===== config.mk =====
export PLATFORM = sky130hd
export DESIGN_NAME = sevenseg_reader
export DESIGN_NICKNAME = d
export VERILOG_FILES = /design/src/rtl/sevenseg_reader.sv
export SDC_FILE = /design/constraint.sdc
export NUM_CORES = 1
export LEC_CHECK = 0
export CAP_MARGIN = 20
export CORE_MARGIN = 2
export CORE_UTILIZATION = 50
export CTS_BUF_LIST = sky130_fd_sc_hd__clkbuf_4
export DETAILED_ROUTE_END_ITERATION = 12
export PLACE_DENSITY = 0.81
export SLEW_MARGIN = 0
export SYNTH_ARGS = -nofsm -noshare
export SYNTH_HDL_FRONTEND = slang
export SYNTH_SLANG_ARGS = --single-unit

===== constraint.sdc =====
create_clock -name clk -period 3.1 [get_ports clk]
set_input_delay 0.62 -clock clk [delete_from_list [all_inputs] [get_ports clk]]
set_output_delay 0.62 -clock clk [all_outputs]
set_load 0.03 [all_outputs]

===== src/rtl/sevenseg_reader.sv =====
// rtl/sevenseg_reader.sv - recovers packed BCD frames from a multiplexed seven-segment bus
module sevenseg_reader #(
    parameter int DIGITS        = 4,
    parameter int STABLE_CYCLES = 3
) (
    input  logic                  clk,
    input  logic                  reset,
    input  logic [6:0]            seg,
    input  logic [DIGITS-1:0]     an,
    output logic                  out_valid,
    input  logic                  out_ready,
    output logic [4*DIGITS-1:0]   dout,
    output logic                  frame_err,
    output logic                  overrun
);

    localparam int CW = $clog2(STABLE_CYCLES + 1);
    localparam logic [CW-1:0] CNT_MAX = CW'(STABLE_CYCLES);
    // Counter value seen just before the STABLE_CYCLES-th identical sample
    localparam logic [CW-1:0] CNT_ARM = CW'((STABLE_CYCLES >= 2) ? (STABLE_CYCLES - 2) : 0);

    logic [DIGITS-1:0]   prev_an;
    logic [6:0]          prev_seg;
    logic [CW-1:0]       cnt;
    logic [DIGITS-1:0]   mask;
    logic [4*DIGITS-1:0] digits;
    logic                err_acc;

    logic                an_onehot;
    logic                same;
    logic                capture;
    logic                frame_done;
    logic [3:0]          dec_digit;
    logic                dec_illegal;
    logic [DIGITS-1:0]   mask_next;
    logic                err_next;
    logic [CW-1:0]       cnt_next;

    // Segment pattern to BCD; anything unrecognised becomes F and is flagged
    always_comb begin
        dec_illegal = 1'b0;
        case (seg)
            7'h7E:   dec_digit = 4'd0;
            7'h30:   dec_digit = 4'd1;
            7'h6D:   dec_digit = 4'd2;
            7'h79:   dec_digit = 4'd3;
            7'h33:   dec_digit = 4'd4;
            7'h5B:   dec_digit = 4'd5;
            7'h5F:   dec_digit = 4'd6;
            7'h70:   dec_digit = 4'd7;
            7'h7F:   dec_digit = 4'd8;
            7'h7B:   dec_digit = 4'd9;
            default: begin
                dec_digit   = 4'hF;
                dec_illegal = 1'b1;
            end
        endcase
    end

    // Stability tracking and capture decision; mask all-ones is the one-cycle COMPLETE state
    always_comb begin
        an_onehot  = (an != '0) && ((an & (an - DIGITS'(1))) == '0);
        same       = ({an, seg} == {prev_an, prev_seg});
        capture    = an_onehot && ((STABLE_CYCLES == 1) || (same && (cnt == CNT_ARM)));
        frame_done = &mask;
        if (same && an_onehot) begin
            cnt_next = (cnt == CNT_MAX) ? cnt : cnt + CW'(1);
        end else begin
            cnt_next = '0;
        end
        mask_next = (frame_done ? '0 : mask) | (capture ? an : '0);
        err_next  = (frame_done ? 1'b0 : err_acc) | (capture & dec_illegal);
    end

    // Input sampling, stability counter, frame assembly
    always_ff @(posedge clk) begin
        if (reset) begin
            prev_an  <= '0;
            prev_seg <= '0;
            cnt      <= '0;
            mask     <= '0;
            digits   <= '0;
            err_acc  <= 1'b0;
        end else begin
            prev_an  <= an;
            prev_seg <= seg;
            cnt      <= cnt_next;
            mask     <= mask_next;
            err_acc  <= err_next;
            for (int i = 0; i < DIGITS; i++) begin
                if (capture && an[i]) begin
                    digits[4*i +: 4] <= dec_digit;
                end
            end
        end
    end

    // Output holding register with valid/ready handshake and sticky overrun
    always_ff @(posedge clk) begin
        if (reset) begin
            out_valid <= 1'b0;
            dout      <= '0;
            frame_err <= 1'b0;
            overrun   <= 1'b0;
        end else if (frame_done) begin
            if (!out_valid || out_ready) begin
                dout      <= digits;
                frame_err <= err_acc;
                out_valid <= 1'b1;
            end else begin
                overrun   <= 1'b1;
            end
        end else if (out_valid && out_ready) begin
            out_valid <= 1'b0;
        end
    end

endmodule


==> qor.yml, run 1 <==
synthesis:
  synth_nets: 290
  synth.largest_area_cell: "dfxtp_1"
  synth_common_cells: "53 x dfxtp_1, 51 x nand2_1, 44 x a21oi_1"
  synth_seq_cells: 53
  ys_types: 33
  synth_area_um2: 2250
  async_flop_share: 0
  seq_area_frac_synth: 0.472
  synth_edf_count: 0
  synth_top_cell_area_share: 0.472
  synth_area_leaders: "dfxtp_1 47%, a21oi_1 9.8%, nand2_1 8.5%"
  syn_area_per_cell_um2: 8.21
  yosysMostFrequentCell: "dfxtp_1"
  yosys_most_used_dff: "dfxtp_1"
  yosys_warnings: 0
  synthCells: 274
clocking:
  insertion_delay_ns: 0.39
  cts_max_level: 2
  numCtsBuffers: 5
  clock_path_buffers: 2
  clk_pin_slew_worst_paths_ns: 0.16
  post_cts_buffers: 0
  hold_buffers: 0
  cts_root_buf: "clkbuf_4"
  cts_resized: 0
  clkSinkCount: 53
  cts_tree: "built"
detailed_routing:
  vias: 1968
  ant_nets: 0
  initialDrtViolationCount: 82
  viasPerCell: 5.62
  dr.pass1.iters: 4
  drc_errors: 0
  drt-total-wl_um: 4690
  wl_per_cell_um: 13.4
timing:
  slew_violations: 0
  hold_ws_ns: 0.462
  setup_violations: 0
  rsz0062_at_grt: "false"
  tns_ns: 0
  relSlewSlack: 0.484
  max_freq_ghz: 0.406
  setup_ws_ns: 0.639
  fin_crit_ns: 2.46
  worst_pin_slew_ns: 0.769
  hold_violations: 0
  skew_ns: 0.0162
  min_period_over_period: 0.794
final_layout:
  multi_input_area_um2: 1090
  nNetsFinal: 313
  diodes: 0
  stdcell_count: 350
  post-route-util: 0.612
  syn_to_final_growth_pct: 18.4
  drive_gt1_frac: 0.0537
  fillers: 418
  regArea_um2: 1060
place:
  portBuffers: 32
  pre_cts_ws_ns: 0.261
  hpwl_um: 3310
  dp.cells: 342
  finalWeightedCongestion: 0.870
grt:
  overflow: 0
  grt_pass1_vias: 1811
  grt_pass1_wl_um: 8280
  antenna_found_initial: 0
  grtUsageTotal: 0.206
  grt_max_degree: 52
floorplan:
  core-area_um2: 4350
  dieWidth_um: 71.1
  die_h_um: 71.1
  die-area_um2: 5050
  initial_core_util: 0.517
  ios: 33
  num_rows: 24
worst_hold_path:
  hold_class: "flip-flop to flip-flop"
setup_path:
  cp.arrival_ns: 2.79
  crit_type: "input port to flip-flop"
  required_ns: 3.43
  startpoint_type: "input port"
  worst-path-max-fanout: 8
  crit_path_end_kind: "flip-flop"
pwr:
  power_density_nw_per_um2: 441
  leakage_nw: 0.844
  irDropWorstVdd_mv: 0.278
flow_run:
  maxCapViolations: 0
outcome:
  status: "finished clean"
==> final cells by class <==
cell class,instances,area share
clock buffer,5,0.0141
clock inverter,3,0.0164
inverter,2,0.00282
multi-input combinational,198,0.410
sequential,53,0.398
tap,52,0.0244
timing repair buffer,37,0.134
==> final timing paths <==
path | from | end | depth (start not counted) | slack, ns
hold / removal | digits[2] | dout[2] | 2 | 0.46
hold reg to reg | digits[2] | dout[2] | 2 | 0.46
setup / recovery | an[3] | cnt[1] | 6 | 0.64
setup reg to reg | prev_an[0] | digits[3] | 5 | 1.22
==> stage by stage <==
step	power, mW	area [µm²]
floorplan	0.761	2250
global placement	0.787	2580
detailed placement	0.790	2580
CTS	1.18	2660
global route	1.22	2660
finish	1.17	2660
==> flip-flops by register name, summed over array words and instances (netlist names) <==
signal	cells
err_acc	1
digits	16
dout	16
prev_seg	7
cnt	2
frame_err	1
mask	4
prev_an	4
overrun	1
out_valid	1
==> placed cells by master, fill, tap and decap left out, types with 5 or more instances in the layout <==
cell	n
a211oi_1	10
a21oi_1	44
buf_4	5
clkbuf_4	5
clkdlybuf4s50_1	32
dfxtp_1	53
nand2_1	51
nand3_1	11
nor2_1	12
nor2b_1	12
nor3_1	8
o21ai_0	10
xnor2_1	10
==> worst max-delay path: stages <==
cell and delay, ns:
clkdlybuf4s50_1 0.57, and4bb_1 0.33, a21oi_1 0.06, or4_1 0.58
or4_4 0.54, nor2_1 0.11
==> power by group <==
group | leakage [nW] | switching, mW | internal [mW] | total, mW
Combinational | 0.369 | 0.0468 | 0.0361 | 0.0829
Clock | 0.0456 | 0.227 | 0.172 | 0.399
Sequential | 0.430 | 0.00327 | 0.689 | 0.692
==> cells by family after synthesis <==
group,count (synthesis),synth area share
DFF,53,0.472
buffers and inverters,23,0.0434
and+or+nand+nor,118,0.267
AOI/OAI and AO/OA,67,0.164
xor gates and xnor gates,11,0.0428
adders and majority gates,2,0.0111
==> per-layer routing <==
layer,global-route usage,share of wire,vias to the layer above
met5,0,0,-
li1,-,-,989
met1,0.261,0.45,919
met4,0.0713,0.016,0
met3,0.0513,0.046,9
met2,0.343,0.49,51
(Power assumes the default switching activity.)
==> run 2, diff against run 1 <==
--- a/config.mk
+++ b/config.mk
@@ -10,7 +10,7 @@
 export CORE_UTILIZATION = 50
 export CTS_BUF_LIST = sky130_fd_sc_hd__clkbuf_4
 export DETAILED_ROUTE_END_ITERATION = 12
-export PLACE_DENSITY = 0.81
+export PLACE_DENSITY = 0.84
 export SLEW_MARGIN = 0
 export SYNTH_ARGS = -nofsm -noshare
 export SYNTH_HDL_FRONTEND = slang
==> constraint.sdc (replaced) <==
create_clock -name clk -period 2.05 [get_ports clk]
set_input_delay 0.41 -clock clk [delete_from_list [all_inputs] [get_ports clk]]
set_output_delay 0.41 -clock clk [all_outputs]
set_load 0.03 [all_outputs]
==> qor.yml, run 2 (same netlist as run 1, synthesis figures left out) <==
setup_path:
  worst-path-max-fanout: 5  # was 8
  critPathBufInv: 3  # was 1
  crit_path_end_kind: "flip-flop"  # unchanged
  reg2regPathDepth: 5  # unchanged
  cp.arrival_ns: 2.25  # was 2.79 ns
  crit_cells: 8  # was 6
  critPathMaxStageDelay_ns: 0.56  # was 0.58 ns
  crit_type: "input port to flip-flop"  # unchanged
  crit_chain: "clkdlybuf4s50_1 -> buf_4 -> nand3_1 -> nor4b_1 -> a211oi_1 -> a21oi_1 -> buf_4 -> a211oi_1"  # was clkdlybuf4s50_1 -> and4bb_1 -> a21oi_1 -> or4_1 -> or4_4 -> nor2_1
  cp_slowest_cell: "clkdlybuf4s50_1"  # was or4_1
  startpoint_type: "input port"  # unchanged
  ff2ff_setup_slack_ns: 0.22  # was 1.22 ns
  critPathTopFamily: "buffers and inverters"  # was simple AND/OR/NAND/NOR gates
  required_ns: 2.29  # was 3.43 ns
place:
  dp.cells: 380  # was 342
  post_dp_cell_area_um2: 2880  # was 2580 µm²
  portBuffers: 32  # unchanged
  finalWeightedCongestion: 0.937  # was 0.870
  pre_cts_ws_ns: -0.459  # was 0.261 ns
  hpwl_um: 3610  # was 3310 µm
clocking:
  numCtsBuffers: 5  # unchanged
  cts_root_buf: "clkbuf_4"  # unchanged
  clock_path_buffers: 2  # unchanged
  clkSinkCount: 53  # unchanged
  clk_pin_slew_worst_paths_ns: 0.14  # was 0.16 ns
  insertion_delay_ns: 0.36  # was 0.39 ns
  cts_max_level: 2  # unchanged
  cts_tree: "built"  # unchanged
  hold_buffers: 0  # unchanged
detailed_routing:
  wl_per_cell_um: 12.4  # was 13.4 µm
  initialDrtViolationCount: 99  # was 82
  dr.pass1.iters: 4  # unchanged
  viasPerCell: 5.33  # was 5.62
  drc_errors: 0  # unchanged
  drt-total-wl_um: 4810  # was 4690 µm
  ant_nets: 0  # unchanged
  vias: 2072  # was 1968
pwr:
  pwr-share-seq: 0.617  # was 0.590
  pwr-share-clk: 0.275  # was 0.340
  share_comb_of_total_power: 0.108  # was 0.071
  total_power_mw: 1.70  # was 1.17 mW
  switchingPower_mw: 0.397  # was 0.277 mW
  leakage_nw: 1.04  # was 0.844 nW
  sw_frac_of_total: 0.234  # was 0.236
  power_density_nw_per_um2: 571  # was 441 nW/µm²
  irDropWorstVdd_mv: 0.329  # was 0.278 mV
  p_int_mw: 1.30  # was 0.897 mW
floorplan:
  die_h_um: 71.1  # unchanged
  initial_core_util: 0.517  # unchanged
  num_rows: 24  # unchanged
  ios: 33  # unchanged
  die-area_um2: 5050  # unchanged
  core-area_um2: 4350  # unchanged
  dieWidth_um: 71.1  # unchanged
timing:
  tns_ns: 0  # unchanged
  setup_ws_ns: 0.0428  # was 0.639 ns
  fin_crit_ns: 2.01
  min_period_over_period: 0.979
  skew_ns: 0.00215  # was 0.0162 ns
  max_freq_ghz: 0.498
  worst_pin_slew_ns: 0.487  # was 0.769 ns
  slew_violations: 0  # unchanged
  setup_violations: 0  # unchanged
  hold_ws_ns: 0.460  # was 0.462 ns
  hold_violations: 0  # unchanged
  relSlewSlack: 0.670  # was 0.484
flow_run:
  maxCapViolations: 0  # unchanged
final_layout:
  syn_to_final_growth_pct: 32.2  # was 18.4%
  stdcell_count: 389  # was 350
  drive_gt1_frac: 0.187  # was 0.0537
  layout_commonest_cell: "dfxtp_1"  # unchanged
  stdcell_area_um2: 2970  # was 2660 µm²
  final_cell_mix: "53 x dfxtp_1, 51 x nand2_1, 44 x a21oi_1, 44 x buf_4, 28 x clkdlybuf4s50_1"  # was 53 x dfxtp_1, 51 x nand2_1, 44 x a21oi_1
  nNetsFinal: 352  # was 313
  fillers: 355  # was 418
  diodes: 0  # unchanged
  reg_top3: "digits x16, dout x16, prev_seg x7"  # unchanged
  post-route-util: 0.683  # was 0.612
grt:
  grtUsageMet3: 0.0527  # was 0.0513
  grt_use_met1: 0.241  # was 0.261
  grt.busiest_layer: "met2"  # unchanged
  grt_pass1_wl_um: 8250  # was 8280 µm
  use_met2: 0.357  # was 0.343
  overflow: 0  # unchanged
  grtUsageTotal: 0.202  # was 0.206
  grt_max_degree: 52  # unchanged
  antenna_found_initial: 0  # unchanged
  grt_pass1_vias: 1916  # was 1811
outcome:
  status: "finished clean"  # unchanged
worst_hold_path:
  holdPathStages: 2  # unchanged
  hold_class: "flip-flop to flip-flop"  # unchanged
[run 2: path summary, 6_finish.rpt]
kind | from | endpoint
hold reg to reg | digits[5] | dout[5]
setup / recovery | seg[3] | digits[15]
hold / removal | digits[5] | dout[5]
setup reg to reg | prev_seg[4] | cnt[1]
[run 2: timing repair]
action                                  4_1_cts  5_1_grt
pin swaps                                     0        2
endpoints found under the setup margin        3       20
gates resized for setup                       4        6
buffers inserted                              0        1
[run 2: final cells by class]
class,instances,area [µm²],share of cell area
timing repair buffer,76,646,0.217
multi-input combinational,198,1130,0.382
clock inverter,1,7.51,0.00252
clock buffer,7,52.6,0.0177
sequential,53,1060,0.357
inverter,2,7.51,0.00252
tap,52,65.1,0.0219
[run 2: power groups by stage]
stage / registers (mW) / logic [mW] / clock network [mW]
finish: 1.05 / 0.184 / 0.467
global route: 1.05 / 0.200 / 0.523
floorplan: 1.07 / 0.0870 / 0
global placement: 1.07 / 0.174 / 0
CTS: 1.05 / 0.178 / 0.476
detailed placement: 1.07 / 0.181 / 0
[run 2: routing by layer]
layer / up-vias / part of all wire
li1: 1069 / -
met3: 11 / 0.045
met5: - / 0
met2: 53 / 0.50
met4: 0 / 0.020
met1: 939 / 0.44
[run 2: worst reg2reg max path, delay by kind of cell, from the launching register on]
kind / cells / cell delay [ns]
AND/OR/NAND/NOR: 4 / 1.27
XOR/XNOR: 1 / 0.18
flip-flops: 1 / 0.33
==> run 3, diff against run 2 <==
--- a/config.mk
+++ b/config.mk
@@ -10,6 +10,7 @@
 export CORE_UTILIZATION = 50
 export CTS_BUF_LIST = sky130_fd_sc_hd__clkbuf_4
 export DETAILED_ROUTE_END_ITERATION = 12
+export GPL_ROUTABILITY_DRIVEN = 0
 export PLACE_DENSITY = 0.84
 export SLEW_MARGIN = 0
 export SYNTH_ARGS = -nofsm -noshare
==> results of run 3 <==
The final DEF is identical to that of run 2; final timing and power are the same.
